### config.mk
export PLATFORM = sky130hd
export DESIGN_NAME = inst_fetch
export DESIGN_NICKNAME = d
export VERILOG_FILES = /design/src/rtl/inst_fetch.sv
export SDC_FILE = /design/constraint.sdc
export NUM_CORES = 1
export LEC_CHECK = 0
export BUFFER_PORTS_ARGS = -buffer_cell sky130_fd_sc_hd__buf_2
export CAP_MARGIN = 10
export CELL_PAD_IN_SITES_DETAIL_PLACEMENT = 2
export CELL_PAD_IN_SITES_GLOBAL_PLACEMENT = 2
export CORE_UTILIZATION = 36
export CTS_CLUSTER_SIZE = 20
export DETAILED_ROUTE_END_ITERATION = 6
export PLACE_DENSITY_LB_ADDON = 0.1
export SLEW_MARGIN = 10
export SYNTH_ARGS = -nofsm -noshare
export SYNTH_HDL_FRONTEND = slang
export SYNTH_SLANG_ARGS = --single-unit
### constraint.sdc
create_clock -name clk -period 9.11 [get_ports clk]
set_clock_uncertainty 0.15 [all_clocks]
set_input_delay 1.3665 -clock clk [delete_from_list [all_inputs] [get_ports clk]]
set_output_delay 1.3665 -clock clk [all_outputs]
set_load 0.05 [all_outputs]
### src/rtl/inst_fetch.sv
// Instruction fetch stage.
// Owns the program counter and reads one instruction word at a time from
// instruction memory over a req/ack handshake. The fetched word is handed to
// the IF/ID register together with its PC and a fault flag. Branches from ID
// are applied at the next PC advance. The word already being fetched or held
// is the delay slot. A flush from ctrl redirects fetch at once. If a memory
// read is still outstanding, it is drained first.
// All outputs are registered. Each one is computed from the next-state values,
// so in every cycle it matches the state the FSM is in.
module inst_fetch #(
    parameter logic [31:0] RESET_PC = 32'h0000_0000
) (
    input  logic        clk,
    input  logic        rst,
    input  logic [5:0]  stall,
    input  logic        flush,
    input  logic [31:0] new_pc,
    input  logic        branch_flag,
    input  logic [31:0] branch_target,
    output logic        imem_req,
    output logic [31:0] imem_addr,
    input  logic        imem_ack,
    input  logic [31:0] imem_rdata,
    input  logic        imem_err,
    output logic [31:0] if_pc,
    output logic [31:0] if_inst,
    output logic        if_pc_invalid,
    output logic        stallreq_if
);

    typedef enum logic [1:0] {
        ST_IDLE  = 2'd0,
        ST_REQ   = 2'd1,
        ST_VALID = 2'd2,
        ST_DRAIN = 2'd3
    } state_t;

    state_t      state_r,      state_s;
    logic [31:0] pc_r,         pc_s;
    logic [31:0] inst_buf_r,   inst_buf_s;
    logic        fault_r,      fault_s;
    logic        br_pending_r, br_pending_s;
    logic [31:0] br_target_r,  br_target_s;

    logic        imem_req_r,      out_req_s;
    logic [31:0] imem_addr_r,     out_addr_s;
    logic [31:0] if_pc_r,         out_pc_s;
    logic [31:0] if_inst_r,       out_inst_s;
    logic        if_pc_invalid_r, out_invalid_s;
    logic        stallreq_if_r,   out_stallreq_s;

    logic        advance_s;
    logic        req_live_s;
    logic        misaligned_s;

    // Only stall[0] (hold PC) affects this stage; the other bits are shared-vector spares.
    logic        unused_stall_s;
    assign unused_stall_s = ^stall[5:1];

    assign misaligned_s = (pc_r[1:0] != 2'b00);
    assign advance_s    = (state_r == ST_VALID) && !stall[0];
    // A request is on the bus in REQ with an aligned PC, and always in DRAIN.
    assign req_live_s   = ((state_r == ST_REQ) && !misaligned_s) || (state_r == ST_DRAIN);

    // State, datapath and output registers; reset drops imem_req asynchronously.
    always_ff @(posedge clk or posedge rst) begin
        if (rst) begin
            state_r         <= ST_IDLE;
            pc_r            <= RESET_PC;
            inst_buf_r      <= 32'h0000_0000;
            fault_r         <= 1'b0;
            br_pending_r    <= 1'b0;
            br_target_r     <= 32'h0000_0000;
            imem_req_r      <= 1'b0;
            imem_addr_r     <= RESET_PC;
            if_pc_r         <= RESET_PC;
            if_inst_r       <= 32'h0000_0000;
            if_pc_invalid_r <= 1'b0;
            stallreq_if_r   <= 1'b1;
        end else begin
            state_r         <= state_s;
            pc_r            <= pc_s;
            inst_buf_r      <= inst_buf_s;
            fault_r         <= fault_s;
            br_pending_r    <= br_pending_s;
            br_target_r     <= br_target_s;
            imem_req_r      <= out_req_s;
            imem_addr_r     <= out_addr_s;
            if_pc_r         <= out_pc_s;
            if_inst_r       <= out_inst_s;
            if_pc_invalid_r <= out_invalid_s;
            stallreq_if_r   <= out_stallreq_s;
        end
    end

    // Next-state logic: flush overrides everything; branches are latched unless applied by an advance.
    always_comb begin
        state_s      = state_r;
        pc_s         = pc_r;
        inst_buf_s   = inst_buf_r;
        fault_s      = fault_r;
        br_pending_s = br_pending_r;
        br_target_s  = br_target_r;

        if (flush) begin
            pc_s         = new_pc;
            br_pending_s = 1'b0;
            fault_s      = 1'b0;
            case (state_r)
                ST_IDLE:  state_s = ST_REQ;
                ST_VALID: state_s = ST_REQ;
                ST_REQ: begin
                    if (req_live_s && !imem_ack) begin
                        state_s = ST_DRAIN;
                    end else begin
                        state_s = ST_REQ;
                    end
                end
                ST_DRAIN: begin
                    if (imem_ack) begin
                        state_s = ST_REQ;
                    end else begin
                        state_s = ST_DRAIN;
                    end
                end
                default:  state_s = ST_IDLE;
            endcase
        end else begin
            if (branch_flag && !advance_s) begin
                br_target_s  = branch_target;
                br_pending_s = 1'b1;
            end else begin
                br_target_s  = br_target_r;
            end

            case (state_r)
                ST_IDLE: begin
                    state_s = ST_REQ;
                end
                ST_REQ: begin
                    if (misaligned_s) begin
                        inst_buf_s = 32'h0000_0000;
                        fault_s    = 1'b1;
                        state_s    = ST_VALID;
                    end else if (imem_ack) begin
                        inst_buf_s = imem_rdata;
                        fault_s    = imem_err;
                        state_s    = ST_VALID;
                    end else begin
                        state_s    = ST_REQ;
                    end
                end
                ST_VALID: begin
                    if (!stall[0]) begin
                        state_s = ST_REQ;
                        if (branch_flag) begin
                            pc_s = branch_target;
                        end else if (br_pending_r) begin
                            pc_s         = br_target_r;
                            br_pending_s = 1'b0;
                        end else begin
                            pc_s = pc_r + 32'd4;
                        end
                    end else begin
                        state_s = ST_VALID;
                    end
                end
                ST_DRAIN: begin
                    if (imem_ack) begin
                        state_s = ST_REQ;
                    end else begin
                        state_s = ST_DRAIN;
                    end
                end
                default: begin
                    state_s = ST_IDLE;
                end
            endcase
        end
    end

    // Output decode from next-state values; DRAIN keeps the abandoned request's address on the bus.
    always_comb begin
        out_req_s      = ((state_s == ST_REQ) && (pc_s[1:0] == 2'b00)) || (state_s == ST_DRAIN);
        out_pc_s       = pc_s;
        if (state_s == ST_DRAIN) begin
            out_addr_s = imem_addr_r;
        end else begin
            out_addr_s = pc_s;
        end
        if (state_s == ST_VALID) begin
            out_inst_s     = inst_buf_s;
            out_invalid_s  = fault_s;
            out_stallreq_s = 1'b0;
        end else begin
            out_inst_s     = 32'h0000_0000;
            out_invalid_s  = 1'b0;
            out_stallreq_s = 1'b1;
        end
    end

    assign imem_req      = imem_req_r;
    assign imem_addr     = imem_addr_r;
    assign if_pc         = if_pc_r;
    assign if_inst       = if_inst_r;
    assign if_pc_invalid = if_pc_invalid_r;
    assign stallreq_if   = stallreq_if_r;

endmodule

After elaboration in Yosys (flattened, before gate mapping)
Index checks and enable logic that the tools add are counted.
{"block": "word_totals", "reg_bits": 167, "input_bits": 108, "out_inout_bits": 99, "wordCells": 65}
{"block": "classes", "n_addsub": 1, "eq_ne": 6, "mux": 30, "bitwise": 1, "n_reduce_logical": 16}
{"cell": "32-bit 2-to-1 mux", "n": 10}
{"cell": "32-bit by 3-bit adder with 32-bit output (second input constant)", "n": 1}
{"cell": "1-bit 2-to-1 mux", "n": 12}
{"cell": "2-bit 2-to-1 mux", "n": 6}
{"cell": "2-bit equality test (second input constant)", "n": 4}
{"cell": "2-bit one-hot mux with 4 select lines", "n": 1}
{"cell": "2-bit one-hot mux with 3 select lines", "n": 1}
{"cell": "1-bit logical AND", "n": 5}
{"cell": "2-bit by 1-bit equality test with 1-bit output (second input constant)", "n": 2}
{"cell": "1-bit zero test", "n": 4}
{"cell": "2-bit zero test", "n": 2}
{"cell": "1-bit logical OR", "n": 2}
{"cell": "2-bit AND reduction", "n": 1}
{"cell": "2-bit nonzero test", "n": 1}
{"cell": "2-bit OR reduction", "n": 1}
{"cell": "1-bit inverter", "n": 1}

Depth between registers and ports, before layout
Gate-level depths: netlist of the first run.
{"block": "depth", "ltp_word": 11, "ltp_mapped": 8, "mapped_depth_nobuf": 6}

Worst setup path after synthesis of the first run
No wires, ideal clock.
{"block": "synth_timing", "path_type": "input to register", "from": "input port stall[0]", "to": "register imem_addr_r[15] (netlist: imem_addr[15])", "arrival_ns": 2.786, "t_required_ns": 8.835, "setup_slack_ns": 6.050, "stages": 6, "path_cell_list": "or4b_1 clkbuf_1 a21oi_1 o221ai_1 a32o_1 mux2_2"}
{"item": "start: declaration", "line_no": "15", "rtl": "input logic [5:0] stall,"}
{"item": "32-bit 2-to-1 mux", "line_no": "154", "rtl": "if (!stall[0]) begin"}
{"item": "32-bit 2-to-1 mux", "line_no": "136", "rtl": "case (state_r)"}
{"item": "32-bit 2-to-1 mux", "line_no": "105", "rtl": "if (flush) begin"}
{"item": "net out_pc_s[15]", "line_no": "47", "rtl": "logic [31:0] if_pc_r, out_pc_s;"}
{"item": "end signal: assignment", "line_no": "88", "rtl": "imem_addr_r <= out_addr_s;"}
{"item": "end: declaration", "line_no": "46", "rtl": "logic [31:0] imem_addr_r, out_addr_s;"}
The timed path passes the listed nets, and every way through them passes these cells.
A chain may end at the register's enable or synchronous reset.

Worst setup path in the final report of the first run
{"block": "layout_timing", "from": "input port branch_flag", "to": "register br_target_r[16]"}
{"block": "layout_via", "elab_chain_len": 2}
{"item": "start: declaration", "line_no": "18", "rtl": "input logic branch_flag,"}
{"item": "1-bit logical AND", "line_no": "129", "rtl": "if (branch_flag && !advance_s) begin"}
{"item": "2-bit AND reduction (no source line)"}
{"item": "end signal: assignment", "line_no": "86", "rtl": "br_target_r <= br_target_s;"}
{"item": "end: declaration", "line_no": "43", "rtl": "logic [31:0] br_target_r, br_target_s;"}
Every way passes these cells.

==> results of run 1 <==
stage by stage:
stage | total power, uW | instances | area (um^2) | utilization | hold WS [ns]
global route | 2520 | 1169 | 9540 | 0.451 | 0.368
floorplan | 1480 | 707 | 7840 | - | 0.313
global placement | 1650 | 1136 | 8950 | 0.423 | 0.306
finish | 2400 | 1173 | 9550 | 0.451 | 0.343
CTS | 2430 | 1167 | 9530 | 0.451 | 0.354
detailed placement | 1690 | 1136 | 8950 | 0.423 | 0.334
synthesized netlist by cell type (5+ instances only):
cell and count:
o221ai_1 5, nor2_1 33, nand2_1 56, o21ai_0 21, and2_1 34, a221oi_1 11, o211ai_1 5, o311ai_0 11
a21oi_1 25, and4_1 5, o22ai_1 5, clkbuf_8 7, dfrtp_1 166, and3_1 6, clkbuf_1 34, a22o_1 33
inv_1 10, nand4_1 11, buf_6 5, o31ai_1 17, nor4_1 6, nand2b_1 13, a31o_2 9, a31oi_1 21
buf_2 7, or4_1 9, nand3_1 14, mux2_2 51
registers in the layout (all words and copies together), names as in the netlist, 2 cells and up:
register	count
state_r	2
if_inst	32
br_target_r	32
inst_buf_r	32
imem_addr	32
if_pc	32
worst max-delay path, delay by kind of cell:
family / cells / cell delay [ns]
buf+inv: 4 / 1.65
mux: 1 / 0.40
simple gates: 1 / 0.50
metal layers:
| layer | share of wire | wire (um) | GRT usage | vias to the layer above |
|---|---|---|---|---|
| met5 | 0.00049 | 13 | 0 | - |
| met4 | 0.015 | 386 | 0.0878 | 2 |
| met3 | 0.068 | 1800 | 0.0777 | 28 |
| met2 | 0.50 | 13400 | 0.411 | 169 |
| met1 | 0.42 | 11000 | 0.294 | 3464 |
| li1 | - | - | - | 2992 |
power by group through the flow:
stage	combinational, uW	clock [uW]	sequential, uW
after global placement	687	0	967
after CTS	716	746	969
final	709	730	967
after floorplan	271	0	1200
after detailed placement	712	0	980
after global routing	757	776	984
logic make-up after synthesis:
logic type | after synthesis | synth area share
simple gates | 215 | 0.150
compound gates | 198 | 0.187
flops | 167 | 0.533
buf+inv | 69 | 0.0479
mux | 54 | 0.0771
xor+xnor | 3 | 0.00335
fa+ha+maj | 1 | 0.00160
worst min path at each step:
stage               cells past startpoint                         to
finish                                  2  imem_addr[20]$_DFFE_PP0P_
global route                            1   inst_buf_r[20]$_DFF_PP0_
CTS                                     2  imem_addr[20]$_DFFE_PP0P_
detailed placement                      1   inst_buf_r[29]$_DFF_PP0_
global placement                        2  imem_addr[16]$_DFFE_PP0P_
floorplan                               1    inst_buf_r[0]$_DFF_PP0_
area by class of cell:
| class | count | area [um^2] |
|---|---|---|
| Multi-Input combinational cell | 471 | 3290 |
| Timing Repair Buffer | 211 | 1080 |
| Clock buffer | 17 | 425 |
| Tap cell | 275 | 344 |
| Fill cell | 2229 | 11600 |
| Clock inverter | 14 | 159 |
| Sequential cell | 167 | 4180 |
| Inverter | 12 | 50.0 |
| Antenna cell | 6 | 15.0 |
==> results.yml, run 1 <==
run_status:
  outcome: "completed"
critical_path:
  cp-endpoint: "br_target_r[16]$_DFFE_PP0P_"
  end_kind: "flip-flop"
  reg2reg_to: "imem_addr[19]$_DFFE_PP0P_"
  crit_start: "branch_flag"
  r2r_start: "if_pc[7]$_DFF_PP0_"
  cp_cell_sequence: "buf_2, buf_4, inv_1, nor3_4, buf_4, mux2_2"
  crit_top_cell: "buf_4"
  rrSetupSlack_ns: 6.03
  slowest_stage: "buf_4"
  path_class: "in -> reg"
  cp.required_ns: 9.28
  crit_path_start_kind: "input pin"
  arrival_ns: 3.96
  max_stage_delay_ns: 0.59
  critPathMaxFanout: 70
  r2r_cells: 5
place:
  io_buffer_count: 201
  dpl_worst_slack_ns: 4.91
  dp_hpwl_um: 17800
  place_congestion: 0.769
floorplan:
  core_area_mm2: 0.0212
  ios: 207
  die_x_um: 150
  dieArea_mm2: 0.0224
  rows: 53
  start_util: 0.370
  dieHeight_um: 150
power:
  ir_worst_vdd_mv: 0.133
  power_frac_comb: 0.295
  power_frac_clock: 0.303
  powerDensity_mw_per_mm2: 252
  p_switching_uw: 928
  p_seq_frac: 0.402
  power.leakage_uw: 0.00439
  switching_share: 0.386
  intPower_uw: 1480
run:
  cap_violations: 0
yosys:
  synth_ff_type: "dfrtp_1"
  netlist.area_leader.share: 0.530
  synth_top_area_cell: "dfrtp_1"
  synth_edf_count: 0
  yosys_warnings: 0
  syn_area_mm2: 0.00784
  synth_area_per_cell_um2: 11.1
  ys_ff_latch: 167
  synth.distinct_cells: 66
  seq_area_frac_synth: 0.533
  ys_async_sr_fraction: 1.00
  synthTopCellsByArea: "dfrtp_1 53%, mux2_2 7.3%, a22o_1 3.7%"
  synth_cells: 707
  syn_nets: 816
sta:
  setup_ws_ns: 5.31
  tightest_slew_ns: 1.07
  fin_crit_sh: 0.417
  hold_violations: 0
  final-max-slew-violation-count: 0
  fin_tns_setup_ns: 0
  grt_setup_unrepaired: "no"
  max_clock_freq_mhz: 263
  setup_violations: 0
  min_period_ns: 3.80
  timing.slew.headroom: 0.288
route:
  ant_nets: 0
  drt_first_pass_iters: 4
  drt-vias-per-instance: 5.67
  wl_um: 26600
  via_count: 6655
  drc: 0
  wl_per_cell_um: 22.7
  drtIter0Drc: 242
cts:
  numCtsBuffers: 17
  cts_setup_buffers: 0
  cts_root_buf: "clkbuf_16"
  htree_levels: 4
  cts_sinks: 167
  cts_resized: 0
  clk_latency_ns: 0.44
  path_clk_slew_ns: 0.07
  hold_buffers: 0
  cts_buffer_depth: 2
  cts_tree: "done"
final_layout:
  area_growth_pct: 21.9
  final_nets: 989
  final_cell_mix: "201 x buf_2, 166 x dfrtp_1, 56 x nand2_1"
  final_common_cell: "buf_2"
  drive_gt1_frac: 0.355
global_route:
  grt_max_degree: 98
  grt_overflow: 0
  grt_pass1_wl_um: 41400
  first_global_vias: 7514
  grt_usage: 0.245
  antenna_found_initial: 7
worst_hold_path:
  min_from: "imem_addr[20]$_DFFE_PP0P_"
  worstHoldPathType: "reg -> reg"
Power figures use the tool's default switching activity.
==> inputs of run 2 (changes only) <==
CORE_UTILIZATION = 33   (was 36)
clock period = 3.8 ns   (was 9.11 ns; I/O delays follow)
==> results.yml, run 2 (same netlist as run 1, synthesis figures left out) <==
floorplan:
  ios: 207
  dieHeight_um: 156
  die_x_um: 156
  rows: 56
  start_util: 0.335
  dieArea_mm2: 0.0244
  core_area_mm2: 0.0234
place:
  place_congestion: 0.767
  io_buffer_count: 201
  dpl_worst_slack_ns: 0.828
  place_area_mm2: 0.00907
  dp_hpwl_um: 18500
  place_inst: 1186
route:
  wl_per_cell_um: 22.0
  via_count: 6724
  ant_nets: 0
  drt-vias-per-instance: 5.51
  drtIter0Drc: 280
  wl_um: 26900
  drt_first_pass_iters: 4
  drc: 0
critical_path:
  path_class: "reg -> reg"
  cp.required_ns: 3.99
  end_kind: "flip-flop"
  crit_path_start_kind: "flip-flop"
  critPathMaxFanout: 15
  rrSetupSlack_ns: 0.82
  arrival_ns: 3.17
sta:
  tightest_slew_ns: 1.11
  fin_tns_setup_ns: 0
  min_period_ns: 2.98
  setup_ws_ns: 0.818
  fin_crit_sh: 0.785
  final-max-slew-violation-count: 0
  setup_violations: 0
  grt_setup_unrepaired: "no"
  hold_violations: 0
  max_clock_freq_mhz: 335
  timing.slew.headroom: 0.263
run_status:
  outcome: "completed"
global_route:
  grt_pass1_wl_um: 42300
  first_global_vias: 7510
  grt_usage: 0.228
  antenna_found_initial: 4
  grt_max_degree: 65
  grt_overflow: 0
final_layout:
  area_growth_pct: 23.6
  final_nets: 996
  nFillCells: 2570
  final_util: 0.414
  finalNonFillerCells: 1220
  final_cell_mix: "201 x buf_2, 166 x dfrtp_1, 56 x nand2_1"
  final_common_cell: "buf_2"
  stdcell_area_mm2: 0.00968
  drive_gt1_frac: 0.360
cts:
  cts_tree: "done"
  numCtsBuffers: 17
  cts_root_buf: "clkbuf_16"
  cts_sinks: 167
  cts_buffer_depth: 2
  htree_levels: 4
  path_clk_slew_ns: 0.07
  clk_latency_ns: 0.43
power:
  powerDensity_mw_per_mm2: 595
  ir_worst_vdd_mv: 0.282
  power.leakage_uw: 0.00443
run:
  cap_violations: 0
worst_hold_path:
  worstHoldPathType: "in -> reg"
==> run 2: cell types whose count changed in the layout (fill, tap and decap cells not counted), sizes merged <==
cell         previous run  this run
buf                   211       217
clkinv                  4         9
diode                   6         1
inv                    19        15
bufinv                  1         0
clkbuf                 17        18
dlygate4sd3             0         1
==> run 2: layout make-up <==
class | instances | area [um^2] | area share
Clock inverter | 14 | 156 | 0.0162
Sequential cell | 167 | 4180 | 0.432
Multi-Input combinational cell | 471 | 3290 | 0.340
Clock buffer | 18 | 439 | 0.0454
Timing Repair Buffer | 218 | 1160 | 0.120
Inverter | 12 | 48.8 | 0.00504
Antenna cell | 1 | 2.50 | 0.000258
Tap cell | 319 | 399 | 0.0412
==> run 2: final timing paths <==
check | from | cells after the start | end
max in group asynchronous | rst | 4 | br_target_r[15]$_DFFE_PP0P_
worst min register to register | imem_addr[7]$_DFFE_PP0P_ | 2 | imem_addr[7]$_DFFE_PP0P_
worst max-delay path | if_pc[11]$_DFF_PP0_ | 5 | imem_addr[31]$_DFFE_PP0P_
worst max register to register | if_pc[11]$_DFF_PP0_ | 5 | imem_addr[31]$_DFFE_PP0P_
min in group asynchronous | rst | 3 | imem_addr[3]$_DFFE_PP0P_
worst min-delay path | new_pc[14] | 3 | if_pc[14]$_DFF_PP0_
==> run 2: critical path, cell delays in order (launching register included) <==
cell and delay (ns):
dfrtp_1 0.49, and2_0 0.45, nand3_1 0.68, or4_1 0.70, and3_1 0.21, o31ai_1 0.21
==> run 2: timing repair <==
action | in CTS | in global routing
setup buffers | 0 | 0
hold endpoints to repair | 12 | 0
resized for setup | 0 | 0
hold buffers | 1 | 0
==> run 2: metrics by stage <==
step	power [uW]	hold slack [ns]
global placement	3980	0.305
global route	6040	0.206
detailed placement	4070	0.325
floorplan	3540	0.313
CTS	5850	0.202
finish	5760	0.220
==> run 2: where the power goes <==
part | internal (uW) | total [uW] | switching (uW)
Clock | 900 | 1750 | 847
Combinational | 512 | 1700 | 1190
Sequential | 2100 | 2320 | 214
==> run 2: metal layers <==
| metal | up-vias | wire length [um] | track usage |
|---|---|---|---|
| li1 | 2997 | - | - |
| met1 | 3508 | 11400 | 0.276 |
| met2 | 180 | 13300 | 0.390 |
| met3 | 33 | 1680 | 0.0639 |
| met4 | 6 | 398 | 0.0714 |
| met5 | - | 34 | 0 |
==> inputs of run 3 (changes only) <==
CORE_UTILIZATION = 30   (was 33)
clock period = 2.6 ns   (was 3.8 ns; I/O delays follow)
==> results.yml, run 3 (same netlist as run 1, synthesis figures left out) <==
sta:
  min_period_ns: 2.43
  hold_violations: 1
  grt_setup_unrepaired: "no"
  fin_crit_sh: 0.934
  max_clock_freq_mhz: 412
  timing.slew.headroom: 0.422
  tightest_slew_ns: 0.866
  setup_violations: 0
  worst_hold_slack_ns: -0.000719
  fin_tns_setup_ns: 0
  final-max-slew-violation-count: 0
route:
  wl_um: 27800
  wl_per_cell_um: 22.1
  ant_nets: 0
  drt-vias-per-instance: 5.39
  drtIter0Drc: 257
  drc: 0
  drt_first_pass_iters: 4
  via_count: 6791
final_layout:
  final_cell_mix: "201 x buf_2, 166 x dfrtp_1, 56 x nand2_1"
  area_growth_pct: 26.6
  finalNonFillerCells: 1259
  final_common_cell: "buf_2"
  final_nets: 1021
  drive_gt1_frac: 0.379
power:
  power_frac_clock: 0.312
  power.leakage_uw: 0.00456
  intPower_uw: 5350
  ir_worst_vdd_mv: 0.323
  powerDensity_mw_per_mm2: 873
  power_frac_comb: 0.302
  switching_share: 0.383
  p_seq_frac: 0.387
  finalPower_uw: 8660
  p_switching_uw: 3310
cts:
  cts_buffer_depth: 2
  cts_sinks: 167
  cts_resized: 0
  path_clk_slew_ns: 0.08
  htree_levels: 4
  clk_latency_ns: 0.43
  cts_tree: "done"
  cts_setup_buffers: 0
  cts_root_buf: "clkbuf_16"
  hold_buffers: 0
  numCtsBuffers: 17
critical_path:
  critPathMaxFanout: 10
  crit_start: "if_pc[4]$_DFF_PP0_"
  crit_path_start_kind: "flip-flop"
  arrival_ns: 2.66
  cp.required_ns: 2.83
  r2r_start: "if_pc[4]$_DFF_PP0_"
  path_class: "reg -> reg"
  end_kind: "flip-flop"
floorplan:
  start_util: 0.309
  dieArea_mm2: 0.0268
  die_x_um: 164
  rows: 58
  ios: 207
  dieHeight_um: 164
  core_area_mm2: 0.0254
run_status:
  outcome: "complete, but fails checks"
  violations: "negative hold slack"
run:
  cap_violations: 0
global_route:
  grt_overflow: 0
  grt_usage: 0.212
  grt_pass1_wl_um: 43100
  antenna_found_initial: 8
  grt_max_degree: 116
  first_global_vias: 7645
place:
  place_congestion: 0.780
  dp_hpwl_um: 19500
  place_inst: 1223
  io_buffer_count: 201
worst_hold_path:
  worstHoldPathType: "in -> async"
==> run 3: final cells by class <==
cell class                 count  area [um^2]
antenna                        5         12.5
tap                          330          413
multi-input combinational    471         3300
sequential                   167         4180
fill                        2747        15500
clock buffer                  17          425
timing repair buffer         243         1360
clock inverter                14          181
inverter                      12         48.8
==> run 3: power by group through the flow <==
stage	Clock, uW	Sequential (uW)	Combinational [uW]
after floorplan	0	4220	950
after global placement	0	3360	2560
after detailed placement	0	3390	2640
after CTS	2790	3350	2650
after global routing	2850	3410	2790
final	2700	3350	2610
==> run 3: per-layer routing <==
metal | up-vias | track usage | part of all wire
met4 | 6 | 0.0648 | 0.014
met1 | 3519 | 0.259 | 0.42
met3 | 32 | 0.0701 | 0.074
met5 | - | 0 | 0.0011
li1 | 3062 | - | -
met2 | 172 | 0.352 | 0.49
==> run 3: critical path, cell delays in order (launching register included) <==
cell     delay [ns]
dfrtp_1        0.47
and4_1         0.27
nand3_1        0.32
buf_4          0.31
or4_1          0.41
a31oi_1        0.26
mux2_2         0.19
==> run 3: final timing paths <==
check / to / slack [ns] / cells past startpoint
min in group clk: if_pc[4]$_DFF_PP0_ / 0.03 / 3
max: imem_addr[27]$_DFFE_PP0P_ / 0.17 / 6
min: br_target_r[0]$_DFFE_PP0P_ / -0.0007 / 3
min reg2reg: imem_addr[16]$_DFFE_PP0P_ / 0.34 / 2
max reg2reg: imem_addr[27]$_DFFE_PP0P_ / 0.17 / 6
max in group asynchronous: br_target_r[15]$_DFFE_PP0P_ / 1.74 / 3
==> run 3: metrics by stage <==
stage	setup WS [ns]	instance area (um^2)	util
global placement	0.138	9300	0.366
finish	0.171	9920	0.391
global route	0.0439	9910	0.390
CTS	0.0235	9900	0.390
floorplan	-0.0659	7840	-
detailed placement	-0.0345	9300	0.366
